File: src/rtl/route_sched.sv
// Output-pixel window scheduler: walks an o_size x o_size grid and hands each window address to the router.
// Optional macro ROUTE_SCHED_ABORT_EN adds i_abort to cancel a pass from LOAD, ISSUE or GAP.
module route_sched #(
    parameter int ADDR_WIDTH = 8
) (
    input  logic                  i_clk,
    input  logic                  i_rst,
    input  logic                  i_start,
    input  logic [ADDR_WIDTH-1:0] i_i_start_addr,
    input  logic [ADDR_WIDTH-1:0] i_w_start_addr,
    input  logic [ADDR_WIDTH-1:0] i_i_size,
    input  logic [ADDR_WIDTH-1:0] i_o_size,
    input  logic [ADDR_WIDTH-1:0] i_stride,
    input  logic                  i_router_done,
    output logic                  o_route_en,
    output logic [ADDR_WIDTH-1:0] o_i_start_addr,
    output logic [ADDR_WIDTH-1:0] o_w_start_addr,
    output logic [ADDR_WIDTH-1:0] o_out_row,
    output logic [ADDR_WIDTH-1:0] o_out_col,
    output logic                  o_busy,
    output logic                  o_done
`ifdef ROUTE_SCHED_ABORT_EN
    ,
    input  logic                  i_abort
`endif
);

    // state | meaning
    // IDLE  | waiting for i_start, outputs hold last pass values
    // LOAD  | latch config, clear counters, pick empty or non-empty pass
    // ISSUE | router enabled on current window until i_router_done
    // GAP   | one idle cycle between windows, counters already advanced
    // DONE  | one-cycle o_done pulse
    typedef enum logic [2:0] {IDLE, LOAD, ISSUE, GAP, DONE} state_t;

    state_t                state;
    logic [ADDR_WIDTH-1:0] o_size_q;
    logic [ADDR_WIDTH-1:0] stride_q;
    logic [ADDR_WIDTH-1:0] row_step;
    logic [ADDR_WIDTH-1:0] row_base;
    logic [ADDR_WIDTH-1:0] last_idx;
    logic                  abort;

`ifdef ROUTE_SCHED_ABORT_EN
    assign abort = i_abort && (state == LOAD || state == ISSUE || state == GAP);
`else
    assign abort = 1'b0;
`endif

    assign last_idx = o_size_q - ADDR_WIDTH'(1);

    // o_i_start_addr and o_out_row/o_out_col double as the window address and counters.
    always_ff @(posedge i_clk) begin
        if (i_rst) begin
            state          <= IDLE;
            o_size_q       <= '0;
            stride_q       <= '0;
            row_step       <= '0;
            row_base       <= '0;
            o_route_en     <= 1'b0;
            o_i_start_addr <= '0;
            o_w_start_addr <= '0;
            o_out_row      <= '0;
            o_out_col      <= '0;
            o_busy         <= 1'b0;
            o_done         <= 1'b0;
        end else if (abort) begin
            state      <= IDLE;
            o_route_en <= 1'b0;
            o_busy     <= 1'b0;
            o_done     <= 1'b0;
        end else begin
            case (state)
                IDLE: begin
                    o_done <= 1'b0;
                    if (i_start) begin
                        state  <= LOAD;
                        o_busy <= 1'b1;
                    end
                end
                LOAD: begin
                    o_size_q       <= i_o_size;
                    stride_q       <= i_stride;
                    row_step       <= i_stride * i_i_size;
                    row_base       <= i_i_start_addr;
                    o_i_start_addr <= i_i_start_addr;
                    o_w_start_addr <= i_w_start_addr;
                    o_out_row      <= '0;
                    o_out_col      <= '0;
                    if (i_o_size == '0) begin
                        state  <= DONE;
                        o_done <= 1'b1;
                    end else begin
                        state      <= ISSUE;
                        o_route_en <= 1'b1;
                    end
                end
                ISSUE: begin
                    if (i_router_done) begin
                        o_route_en <= 1'b0;
                        if (o_out_col == last_idx && o_out_row == last_idx) begin
                            state  <= DONE;
                            o_done <= 1'b1;
                        end else begin
                            state <= GAP;
                            if (o_out_col == last_idx) begin
                                o_out_col      <= '0;
                                o_out_row      <= o_out_row + ADDR_WIDTH'(1);
                                row_base       <= row_base + row_step;
                                o_i_start_addr <= row_base + row_step;
                            end else begin
                                o_out_col      <= o_out_col + ADDR_WIDTH'(1);
                                o_i_start_addr <= o_i_start_addr + stride_q;
                            end
                        end
                    end
                end
                GAP: begin
                    state      <= ISSUE;
                    o_route_en <= 1'b1;
                end
                DONE: begin
                    state  <= IDLE;
                    o_done <= 1'b0;
                    o_busy <= 1'b0;
                end
                default: begin
                    state <= IDLE;
                end
            endcase
        end
    end

endmodule

File: config.mk
export PLATFORM = sky130hd
export DESIGN_NAME = route_sched
export DESIGN_NICKNAME = d
export VERILOG_FILES = /design/src/rtl/route_sched.sv
export SDC_FILE = /design/constraint.sdc
export NUM_CORES = 1
export LEC_CHECK = 0
export BUFFER_PORTS_ARGS = -buffer_cell sky130_fd_sc_hd__buf_2
export CORE_MARGIN = 2
export CORE_UTILIZATION = 55
export DETAILED_ROUTE_END_ITERATION = 12
export GPL_TIMING_DRIVEN = 0
export PLACE_DENSITY = 0.74
export SYNTH_ARGS = -nofsm -noshare
export SYNTH_HDL_FRONTEND = slang
export SYNTH_SLANG_ARGS = --single-unit
File: constraint.sdc
create_clock -name i_clk -period 3.8 [get_ports i_clk]
set_input_delay 0.19 -clock i_clk [delete_from_list [all_inputs] [get_ports i_clk]]
set_output_delay 0.19 -clock i_clk [all_outputs]
set_load 0.05 [all_outputs]
After elaboration in Yosys (flattened, before gate mapping):

Index checks and enable logic that the tools add are counted.

* mux-type cells: 30
* $mul: 1
* reduce and logical (&&, ||, !) cells: 14
* eq/ne operators: 13
* add/subtract/negate cells: 5

Operators by type and width (count)
* $mux W8: 12
* $pmux W8 S2: 4
* $add A8 B1 Y8 const B: 2
* $add A8 B8 Y8: 2
* $eq A8 B8 Y1: 2
* $ne A2 B2 Y1 const B: 7
* $mux W3: 4
* $pmux W3 S4: 1
* $logic_not A8 Y1: 1
* $mul A8 B8 Y8: 1
* $reduce_and A4 Y1: 2
* $sub A8 B1 Y8 const B: 1
* $eq A3 B2 Y1 const B: 2
* $mux W1: 6
* $pmux W1 S3: 2
* $reduce_and A3 Y1: 2
* $reduce_bool A3 Y1: 2
* $reduce_and A2 Y1: 2
* $reduce_bool A2 Y1: 2
* $eq A3 B1 Y1 const B: 1
* $eq A3 B3 Y1 const B: 1
* $logic_not A3 Y1: 1
* $pmux W1 S2: 1
* $reduce_or A2 Y1: 1
* $logic_and A1 B1 Y1: 1

* output and inout port bits: 35
* input port bits: 44
* logic and storage cells: 75
* register bits after elaboration: 70

Logic depth before layout (Yosys ltp):

Gate-level depths: netlist of the first run.

* depth in word-level cells: 6
* gate-level depth with buffers: 13
* mapped depth without buffers: 13

Least setup slack after synthesis of the first run:

OpenSTA, ideal clock, no wires.

* path type: input -> register
* from: in i_i_size[4]
* to: reg row_step[7]
* library setup time: 0.086 ns
* required time: 3.714 ns
* arrival time: 3.230 ns
* path slack: 0.484 ns
* stages on the path: 13
* buffers on the path: 0
* path through: and2_1 -> fa_1 -> fa_1 -> ha_1 -> inv_1 -> fa_1 -> inv_1 -> ha_1 -> a21o_1 -> a21oi_1 -> xnor2_1 -> xnor2_1 -> a211oi_1

* word-level cells in the longest chain between the ends: 1

RTL lines
* start, declared: RTL line 11 `input logic [ADDR_WIDTH-1:0] i_i_size,`
* $mul A8 B8 Y8: RTL line 84 `row_step <= i_stride * i_i_size;`
* end signal, assigned: RTL line 84
* end, declared: RTL line 39 `logic [ADDR_WIDTH-1:0] row_step;`

Every way passes these cells.
A chain may end at the register's enable or synchronous reset.

Worst setup path in the final report of the first run:

* from: in i_stride[0]
* to: reg row_step[7]

* word-level cells in the longest chain between the ends: 1

RTL lines
* start, declared: RTL line 13 `input logic [ADDR_WIDTH-1:0] i_stride,`
* $mul A8 B8 Y8: RTL line 84

Every way passes these cells.

==> results of run 1 <==
[state kept, by name (all words and copies together), names as in the netlist]
| signal | flops |
|---|---|
| o_i_start_addr | 8 |
| o_out_col | 8 |
| o_out_row | 8 |
| o_size_q | 8 |
| o_w_start_addr | 8 |
| row_base | 8 |
| row_step | 8 |
| stride_q | 8 |
| state | 3 |
| o_busy | 1 |
| o_done | 1 |
| o_route_en | 1 |
[layout make-up]
class	count	area [µm²]
Tap cell	108	135
Timing Repair Buffer	77	385
Fill cell	785	3050
Sequential cell	70	1400
Multi-Input combinational cell	474	3310
Clock inverter	6	71.3
Inverter	39	146
Clock buffer	10	128
Buffer	32	176
[cell usage after synthesis (2+ instances only)]
master,instances,area share (%)
buf_2,5,0.50
o22ai_1,3,0.37
or4_1,2,0.30
nand2b_1,2,0.25
a2111oi_0,2,0.35
mux2i_1,7,1.4
o211ai_1,2,0.30
xor2_1,17,3.0
o211a_1,2,0.40
or3_1,6,0.75
nand4_1,2,0.25
a21oi_1,55,5.5
dfxtp_1,70,28
nor2_1,43,3.2
o31ai_2,3,0.75
ha_1,33,8.2
o21ai_0,15,1.5
o21ai_1,4,0.40
o31ai_1,5,0.75
a21o_1,7,1.0
a311oi_1,3,0.52
nor3_2,3,0.60
a221oi_2,2,0.60
inv_1,38,2.8
nor2b_1,5,0.62
or2_2,4,0.50
o21bai_1,2,0.30
a31o_2,2,0.35
o41ai_1,2,0.35
nor3_1,5,0.50
nor4_1,3,0.37
a211oi_1,14,2.1
buf_6,4,0.89
xnor3_1,3,1.3
and2_1,23,2.9
nor4_4,2,0.84
nand2_1,102,7.6
clkbuf_1,21,1.6
nor3b_1,3,0.45
fa_1,14,5.6
nand3_1,14,1.4
xnor2_1,33,5.7
a31oi_1,5,0.62
and4_1,2,0.35
[cell families after synthesis]
logic type	Yosys count
flops	70
mux	7
simple gates	230
xor+xnor	54
fa+ha+maj	47
compound gates	136
buf+inv	71
[worst max-delay path: cells and delay by family]
family | cells | cell delay [ns]
buffers and inverters | 3 | 0.24
adder cells (fa/ha/maj) | 5 | 2.09
AND/OR/NAND/NOR | 1 | 0.17
AO/OA/AOI/OAI | 3 | 0.59
XOR/XNOR | 2 | 0.24
[final timing paths]
| check | startpoint | end | slack (ns) | cells past startpoint |
|---|---|---|---|---|
| worst max-delay path | i_stride[0] | row_step[7] | 0.53 | 14 |
| worst min-delay path | i_w_start_addr[7] | o_w_start_addr[7] | 0.07 | 3 |
| worst max register to register | o_size_q[3] | row_base[4] | 0.58 | 11 |
| worst min register to register | o_w_start_addr[1] | o_w_start_addr[1] | 0.46 | 2 |
[routing by layer]
metal	track usage [%]	vias up
met5	0	-
met1	38.0	2172
met3	3.79	22
met4	9.80	0
li1	-	2278
met2	43.2	158
[placed cells by master (no fill, tap or decap), types with 4 or more instances in the layout]
cell and n:
o21ai_1 4, xnor2_1 33, clkbuf_1 22, dfxtp_1 70, inv_1 38, nor2_1 43
or3_1 6, nand3_1 14, nor3_1 5, a211oi_1 14, clkbuf_8 9, mux2i_1 7
o21ai_0 15, nand2_1 102, a21o_1 7, and2_1 23, a31oi_1 5, ha_1 33
fa_1 14, buf_6 4, xor2_1 17, a21oi_1 55, buf_2 82, o31ai_1 5
or2_2 4, nor2b_1 5
[through the flow]
| step | total power, mW | hold slack (ns) | cell area [µm²] | util, % |
|---|---|---|---|---|
| after CTS | 2.13 | 0.0570 | 5750 | 65.3 |
| after floorplan | 1.36 | 0.326 | 5030 | - |
| after global routing | 2.25 | 0.0671 | 5750 | 65.3 |
| after detailed placement | 1.52 | 0.438 | 5560 | 63.1 |
| final | 2.13 | 0.0703 | 5750 | 65.3 |
| after global placement | 1.50 | 0.432 | 5560 | 63.1 |
[where the power goes]
part           switching, mW  internal (mW)
logic                  0.415          0.279
clock network          0.309          0.308
registers             0.0378          0.778
total                  0.762           1.37
==> metrics.md, run 1 <==
| Metric | Value |
|---|---|
| Number of max-cap violations | `0` |
| Synth Area in Simple Gates | `22.5%` |
| Chain of cells forming the critical path | `buf_2 -> and2_1 -> fa_1 -> fa_1 -> ha_1 -> inv_1 -> fa_1 -> inv_1 -> ha_1 -> a21o_1 -> a21oi_1 -> xnor2_1 -> xnor2_1 -> a211oi_1` |
| IO Port Bufs | `77` |
| Main combinational cell family by area after synthesis | `simple AND/OR/NAND/NOR gates` |
| Final worst path period need | `3.27 ns` |
| Drt via density | `approximately 5.7` |
| M1 WL | `6.10 mm` |
| Seq cells post-synth | `70` |
| CP max FO | `9` |
| Pin count of the biggest net entering global routing | `14` |
| Compound-Gate Fraction of Synth Area | `between 10% and 20%` |
| Post-Synth Adder-Cell Area | `between 10 and 15%` |
| Clk sink count | `70` |
| Final setup TNS | `0 ns` |
| Total CTS buffers | `9` |
| CTS tree | `yes` |
| Arr. time, crit path | `between 3 and 4 ns` |
| Die Ht | `around 100 µm` |
| Hold_buf cts | `0` |
| Share of cells above drive strength 1 | `roughly 18%` |
| Initial antenna violation count | `0` |
| Dpl ws | `0.167 ns` |
| Skew-Pair Late Insertion Delay | `~0.35 ns` |
| Via count | `about 4.6k` |
| Core Region | `~0.009 mm²` |
| Vias in the first global route | `~4.5k` |
| Syn nets | `706` |
| Post-CTS setup buffer count | `0` |
| Fin. Hold Viols | `0` |
| Nets | `approximately 790` |
| Detailed placement HPWL | `10.3 mm` |
| Final Skew | `0.0131 ns` |
| Slowest stage delay, CP | `roughly 0.53 ns` |
| Startpoint types | `input port` |
| Synthesized area | `approximately 0.0050 mm²` |
| Post-cts sizing count | `0` |
| DR DRC count | `0` |
| Ys async rst share | `0%` |
| Worst Path Required | `just over 4 ns` |
| Number of diodes | `0` |
| Slowest CP cell | `fa_1` |
| Clk slew on worst S/H paths | `~0.080 ns` |
| Post-route setup slack | `approximately 0.53 ns` |
| Pwr dens | `around 370 mW/mm²` |
| P_leak | `2.50 nW` |
| WS Path Type | `input port to register` |
| Maximum clock path buffer count | `2` |
| H-Tree Level Count | `3` |
| Synth Area in XOR/XNOR | `about a tenth` |
| WL met2 | `~5.9 mm` |
| Syn-to-layout area delta | `14.3%` |
| CP Capture Type | `register` |
| Fin. max-slew vios | `0` |
| All-layer global routing usage | `between 20% and 30%` |
| Top sig layer | `met4` |
| Setup violations, final | `0` |
| Post-synthesis mux area share | `under 10%` |
| GPL Wtd Cong | `0.921` |
| Average wire per standard cell | `roughly 16 µm` |
| First-pass GRT wire length | `between 20 and 25 mm` |
| DRT Pass-1 Iters | `4` |
| Initial core utilization | `57.2%` |
| Tcrit/Tclk final | `~86%` |
| Worst slew pin tran | `0.979 ns` |
| Placed cells | `800` |
| Netlist cell types | `65` |
| Clk root buf | `clkbuf_8` |
| Num ports | `79` |
| Synth Instances | `between 600 and 700` |
| FMAX | `between 300 and 400 MHz` |
| Max-slew headroom | `~34%` |
| Antenna-violating nets left | `0` |
| Worst IR Drop VDD | `roughly 0.25 mV` |
| Synth warn | `0` |
| Die X | `between 90 and 100 µm` |
| Final WL | `around 13 mm` |
| RSZ-0062 raised after global routing | `no` |
| Row Count | `34` |
| Most used flip-flop cell after synthesis | `dfxtp_1` |
| Die ar. | `between 0.009 and 0.01 mm²` |
| Most frequent CP cell | `fa_1` |
| Final Non-Filler Cells | `between 800 and 900` |
| Syn_area_per_cell | `between 8 and 9 µm²` |
| Status | `complete, no violations` |
| DRT iter0 DRCs | `about 230` |
| HP Class | `input port to register` |
| Final global-route overflow total | `0` |
| EDFF count, synth | `0` |
| Met3 Wirelength | `between 700 and 800 µm` |
| Post-synthesis sequential area ratio | `about 28%` |
(Power assumes the default switching activity.)
==> run 2, diff against run 1 <==
Settings changed: BUFFER_PORTS_ARGS -buffer_cell sky130_fd_sc_hd__buf_2 to not set, DONT_BUFFER_PORTS set to 1, PLACE_DENSITY 0.74 to 0.66, RECOVER_POWER set to 25.
Clock period 3.8 ns to 3.6 ns, I/O delays scaled along.
==> run 2 against run 1 <==
Compared with the run above: sequential power is 14% higher; utilization is 1.0 points lower; hold slack worse by 0.052 ns; non-clock buffer count is 48 lower; die area stayed put; sequential cell count stayed put; critical path depth is 4 lower; highest routed layer unchanged; register-to-register slack worse by 0.33 ns; global-route usage is 0.16 points higher.
==> metrics.md, run 2 (synthesis gave the netlist of run 1 again) <==
| Metric | Value |
|---|---|
| Detailed placement HPWL | `9.79 mm (-5.1%)` |
| Antenna-violating nets left | `0 (unchanged)` |
| Worst Path Required | `3.85 ns (-0.21 ns)` |
| Die X | `99.7 µm (unchanged)` |
| HP Class | `input port to register` |
| Number of fill cells | `792 (+0.89%)` |
| DRT iter0 DRCs | `179 (-21%)` |
| Final Skew | `0.0160 ns (+0.00287 ns)` |
| Initial core utilization | `57.2% (unchanged)` |
| Slowest stage delay, CP | `0.78 ns (+0.25 ns)` |
| Fin. Hold Viols | `0 (unchanged)` |
| Core Region | `0.00881 mm² (unchanged)` |
| CP max FO | `10 (+1)` |
| Final worst path period need | `3.35 ns` |
| Via count | `4,496 (-2.9%)` |
| RSZ-0062 raised after global routing | `no` |
| H-Tree Level Count | `3 (unchanged)` |
| Arr. time, crit path | `3.60 ns (+0.08 ns)` |
| Startpoint types | `register` |
| Max-slew headroom | `49.6% (+16 points)` |
| Clk slew on worst S/H paths | `0.09 ns (about the same)` |
| Post-CTS setup buffer count | `0 (unchanged)` |
| Setup violations, final | `0 (unchanged)` |
| Slowest CP cell | `dfxtp_1` |
| GPL Wtd Cong | `0.883 (-4.2%)` |
| Final global-route overflow total | `0 (unchanged)` |
| Pwr dens | `397 mW/mm² (+7.4%)` |
| First-pass GRT wire length | `21.4 mm (-0.48%)` |
| Psw | `0.808 mW (+6.1%)` |
| Drt via density | `5.85 (+3.2%)` |
| Status | `complete, no violations` |
| Clk network pwr share | `30.1% (+1.1 points)` |
| Row Count | `34 (unchanged)` |
| Vias in the first global route | `4,390 (-1.6%)` |
| DR DRC count | `0 (unchanged)` |
| Final WL | `13.0 mm (+0.50%)` |
| Worst IR Drop VDD | `0.231 mV (-7.1%)` |
| IO Port Bufs | `0 (-100%)` |
| Final setup TNS | `0 ns (unchanged)` |
| FMAX | `299 MHz` |
| Int Pwr | `1.44 mW (+5.4%)` |
| Final hold slack | `0.0187 ns (-0.0516 ns)` |
| Most common cell after layout, fill and taps aside | `nand2_1` |
| Switching part of the total | `36.0% (+0.16 points)` |
| CP Capture Type | `register` |
| CTS tree | `yes` |
| Clk sink count | `70 (unchanged)` |
| Logic gate share of total power | `28.4% (-4.2 points)` |
| Nets | `746 (-6.0%)` |
| Share of cells above drive strength 1 | `7.58% (-10 points)` |
| Tcrit/Tclk final | `roughly 93%` |
| Die ar. | `0.00994 mm² (unchanged)` |
| Syn-to-layout area delta | `12.5%` |
| Flop pwr share | `41.4% (+3.0 points)` |
| Average wire per standard cell | `17.0 µm (+6.8%)` |
| Clk root buf | `clkbuf_8` |
| Initial antenna violation count | `0 (unchanged)` |
| WS Path Type | `register to register` |
| Number of max-cap violations | `0 (unchanged)` |
| Fin. max-slew vios | `0 (unchanged)` |
| Skew-Pair Late Insertion Delay | `0.36 ns (about the same)` |
| DRT Pass-1 Iters | `4 (unchanged)` |
| Chain of cells forming the critical path | `xor3_1 -> a2111oi_0 -> o21ai_0 -> nor4_4 -> or2_2 -> o211a_1 -> buf_6 -> buf_12 -> a31oi_1 -> o41ai_1` |
| Most frequent cells in the layout | `102 x nand2_1, 70 x dfxtp_1, 55 x a21oi_1, 43 x nor2_1, 38 x inv_1` |
| CP bufs+invs | `2 (-1)` |
| CP top delay family | `compound AO/OA/AOI/OAI gates` |
| Num ports | `79 (unchanged)` |
| All-layer global routing usage | `27.4% (+0.16 points)` |
| P_leak | `2.28 nW (-8.8%)` |
| Total CTS buffers | `9 (unchanged)` |
| Maximum clock path buffer count | `2 (unchanged)` |
| Pin count of the biggest net entering global routing | `15 (+1)` |
| Worst slew pin tran | `0.755 ns (-0.224 ns)` |
| Die Ht | `99.7 µm (unchanged)` |
| Number of diodes | `0 (unchanged)` |
[run 2: cell types whose count changed in the layout (fill, tap and decap cells not counted), sizes merged]
cell and change:
buf -77, clkbuf -1, clkinvlp -2, dlygate4sd3 +29
inv +3
[run 2: layout make-up]
class / instances / area, µm² / area share, %
Inverter: 39 / 146 / 2.59
Timing Repair Buffer: 29 / 290 / 5.13
Buffer: 32 / 176 / 3.12
Clock inverter: 7 / 78.8 / 1.39
Multi-Input combinational cell: 474 / 3310 / 58.5
Tap cell: 108 / 135 / 2.39
Clock buffer: 9 / 124 / 2.19
Sequential cell: 70 / 1400 / 24.7
[run 2: timing repair]
item / in CTS / in global routing
resized for setup: 0 / 0
hold endpoints to repair: 29 / 0
hold buffers: 29 / 0
[run 2: final timing paths]
kind | end | slack (ns) | from | depth (start not counted)
worst min-delay path | row_base[3] | 0.02 | i_i_start_addr[3] | 2
worst max register to register | o_i_start_addr[6] | 0.25 | o_out_row[2] | 10
worst max-delay path | o_i_start_addr[6] | 0.25 | o_out_row[2] | 10
worst min register to register | row_base[7] | 0.47 | row_base[7] | 2
[run 2: power groups by stage]
stage	Clock [mW]	Combinational [mW]	Sequential, mW
after CTS	0.687	0.640	0.930
after floorplan	0	0.499	0.934
final	0.677	0.639	0.931
after global placement	0	0.593	0.947
after detailed placement	0	0.611	0.948
after global routing	0.723	0.716	0.937
[run 2: per-stage QoR]
step,instances,cell area [µm²],power (mW),setup WS (ns),utilization (%)
floorplan,615,5030,1.43,0.294,-
global placement,723,5170,1.54,0.199,58.7
detailed placement,723,5170,1.56,0.139,58.7
CTS,768,5660,2.26,0.279,64.3
global route,768,5660,2.38,0.126,64.3
finish,768,5660,2.25,0.255,64.3
[run 2: per-layer routing]
layer  track usage, %  wire [µm]  vias to the layer above
met3             6.61        972                       16
met5                0          0                        -
met4             8.32        183                        0
li1                 -          -                     2191
met2             44.3       5910                      165
met1             36.4       5970                     2124
==> run 3, diff against run 2 <==
Settings changed: CELL_PAD_IN_SITES_DETAIL_PLACEMENT set to 1, CELL_PAD_IN_SITES_GLOBAL_PLACEMENT set to 1, CORE_UTILIZATION 55 to 48, MAX_ROUTING_LAYER set to met4, PLACE_DENSITY 0.66 to 0.77.
==> run 3 against run 2 <==
Compared with the run above: utilization down 8.7 points; non-clock buffer count grew 1; sequential power hardly changed; critical path type unchanged; sequential cell count unchanged; first-iteration DRC count is 1.7% lower; setup slack got worse by 0.0060 ns; wire length is 18% higher; critical path depth is the same; die area up 14%.
==> metrics.md, run 3 (synthesis gave the netlist of run 1 again) <==
| Metric | Value |
|---|---|
| Share of cells above drive strength 1 | `7.56% (-0.011 points)` |
| IO Port Bufs | `0 (unchanged)` |
| Clk sink count | `70 (unchanged)` |
| DRT iter0 DRCs | `176 (-1.7%)` |
| Final WL | `15.4 mm (+18%)` |
| Clk slew on worst S/H paths | `0.09 ns (about the same)` |
| Syn-to-layout area delta | `13.0%` |
| Worst slew pin tran | `0.907 ns (+0.152 ns)` |
| Detailed placement HPWL | `11.5 mm (+17%)` |
| Slowest stage delay, CP | `0.76 ns (-0.02 ns)` |
| GPL Wtd Cong | `0.895 (+1.4%)` |
| Average wire per standard cell | `19.4 µm (+14%)` |
| Via count | `4,570 (+1.6%)` |
| Skew-Pair Late Insertion Delay | `0.38 ns (+0.02 ns)` |
| Final setup TNS | `0 ns (unchanged)` |
| Die Ht | `106 µm (+6.8%)` |
| FMAX | `298 MHz (-0.18%)` |
| WS Path Type | `register to register` |
| Post-CTS setup buffer count | `0 (unchanged)` |
| CP Capture Type | `register` |
| Die X | `106 µm (+6.8%)` |
| CP bufs+invs | `2 (unchanged)` |
| RSZ-0062 raised after global routing | `no` |
| Core Region | `0.0102 mm² (+16%)` |
| Number of diodes | `0 (unchanged)` |
| First-pass GRT wire length | `24.7 mm (+15%)` |
| H-Tree Level Count | `3 (unchanged)` |
| Worst Path Required | `3.88 ns (+0.03 ns)` |
| Most frequent cells in the layout | `102 x nand2_1, 70 x dfxtp_1, 55 x a21oi_1, 43 x nor2_1, 38 x inv_1` |
| Dpl ws | `0.0824 ns (-0.0568 ns)` |
| Post-cts sizing count | `0 (unchanged)` |
| Max-slew headroom | `39.4% (-10 points)` |
| Vias in the first global route | `4,900 (+12%)` |
| Clk root buf | `clkbuf_8` |
| HP Class | `input port to register` |
| Nets | `747 (+0.13%)` |
| DRT Pass-1 Iters | `4 (unchanged)` |
| Initial core utilization | `49.2% (-8.0 points)` |
| Maximum clock path buffer count | `2 (unchanged)` |
| Final global-route overflow total | `0 (unchanged)` |
| Initial antenna violation count | `0 (unchanged)` |
| Post-route setup slack | `0.249 ns (-0.00602 ns)` |
| Pin count of the biggest net entering global routing | `16 (+1)` |
| Drt via density | `5.73 (-2.1%)` |
| Worst IR Drop VDD | `0.215 mV (-7.2%)` |
| Die ar. | `0.0113 mm² (+14%)` |
| Fin. Hold Viols | `0 (unchanged)` |
| Final worst path period need | `3.35 ns (+0.00602 ns)` |
| Status | `complete, no violations` |
| Slowest CP cell | `dfxtp_1` |
| Number of fill cells | `1,265 (+60%)` |
| CTS tree | `yes` |
| Total design power | `2.23 mW (-0.58%)` |
| P_leak | `2.27 nW (-0.35%)` |
| Area of the multi-input gates | `0.00331 mm² (unchanged)` |
| Fin. max-slew vios | `0 (unchanged)` |
| Most common cell after layout, fill and taps aside | `nand2_1` |
| Row Count | `37 (+8.8%)` |
| Antenna-violating nets left | `0 (unchanged)` |
| CP max FO | `10 (unchanged)` |
| Num ports | `79 (unchanged)` |
| Chain of cells forming the critical path | `xor3_1 -> a2111oi_0 -> o21ai_0 -> nor4_4 -> or2_2 -> o211a_1 -> buf_6 -> buf_12 -> nand3_1 -> o31ai_2` |
| Arr. time, crit path | `3.64 ns (+0.04 ns)` |
| Total CTS buffers | `9 (unchanged)` |
| Number of max-cap violations | `0 (unchanged)` |
| Register area | `0.00140 mm² (unchanged)` |
| Final Skew | `0.0187 ns (+0.00271 ns)` |
| Pwr dens | `393 mW/mm² (-1.1%)` |
| CP top delay family | `compound AO/OA/AOI/OAI gates` |
| Tcrit/Tclk final | `93.1% (+0.17 points)` |
| DR DRC count | `0 (unchanged)` |
| Setup violations, final | `0 (unchanged)` |
| All-layer global routing usage | `29.1% (+1.7 points)` |
| Startpoint types | `register` |
==> run 3: cell count changes in the layout (fill, tap and decap cells not counted), sizes merged <==
cell | before | now
bufinv | 1 | 0
clkinvlp | 0 | 1
dlygate4sd3 | 29 | 30
==> run 3: area by class of cell <==
type	count	share of cell area (%)
timing repair buffer	30	5.28
buffer	32	3.10
sequential	70	24.6
multi-input combinational	474	58.2
inverter	39	2.57
tap	136	2.99
clock inverter	7	1.10
clock buffer	9	2.18
==> run 3: metal layers <==
| metal | part of all wire, % | vias up | global-route usage [%] |
|---|---|---|---|
| met1 | 44 | 2249 | 35.8 |
| met5 | 0 | - | - |
| met3 | 5.3 | 14 | 5.89 |
| met2 | 50 | 109 | 48.4 |
| met4 | 1.3 | 0 | 8.91 |
| li1 | - | 2198 | - |
==> run 3: worst paths after layout <==
path                startpoint                 to  slack [ns]  cells past startpoint
min          i_i_start_addr[2]        row_base[2]        0.03                      2
max               o_out_row[2]  o_i_start_addr[2]        0.25                     10
max reg2reg       o_out_row[2]  o_i_start_addr[2]        0.25                     10
min reg2reg        stride_q[2]        stride_q[2]        0.48                      2
==> run 3: metrics by stage <==
step | cells | util (%) | hold slack (ns) | area, µm²
3_3_place_gp | 751 | 50.9 | 0.319 | 5200
4_1_cts | 797 | 55.6 | 0.00516 | 5690
5_1_grt | 797 | 55.6 | 0.0181 | 5690
2_1_floorplan | 615 | - | 0.316 | 5030
3_5_place_dp | 751 | 50.9 | 0.326 | 5200
6_report | 797 | 55.6 | 0.0251 | 5690
==> run 3: power breakdown <==
group	total (mW)	switching [mW]	internal [mW]	leakage (nW)
Combinational	0.667	0.376	0.291	1.61
Clock	0.632	0.368	0.264	0.0927
Sequential	0.934	0.113	0.821	0.570
==> run 3: repair_timing <==
action | 4_1_cts | 5_1_grt
hold buffers | 30 | 0
endpoints found under the hold margin | 30 | 0
setup endpoints to repair | 0 | 0
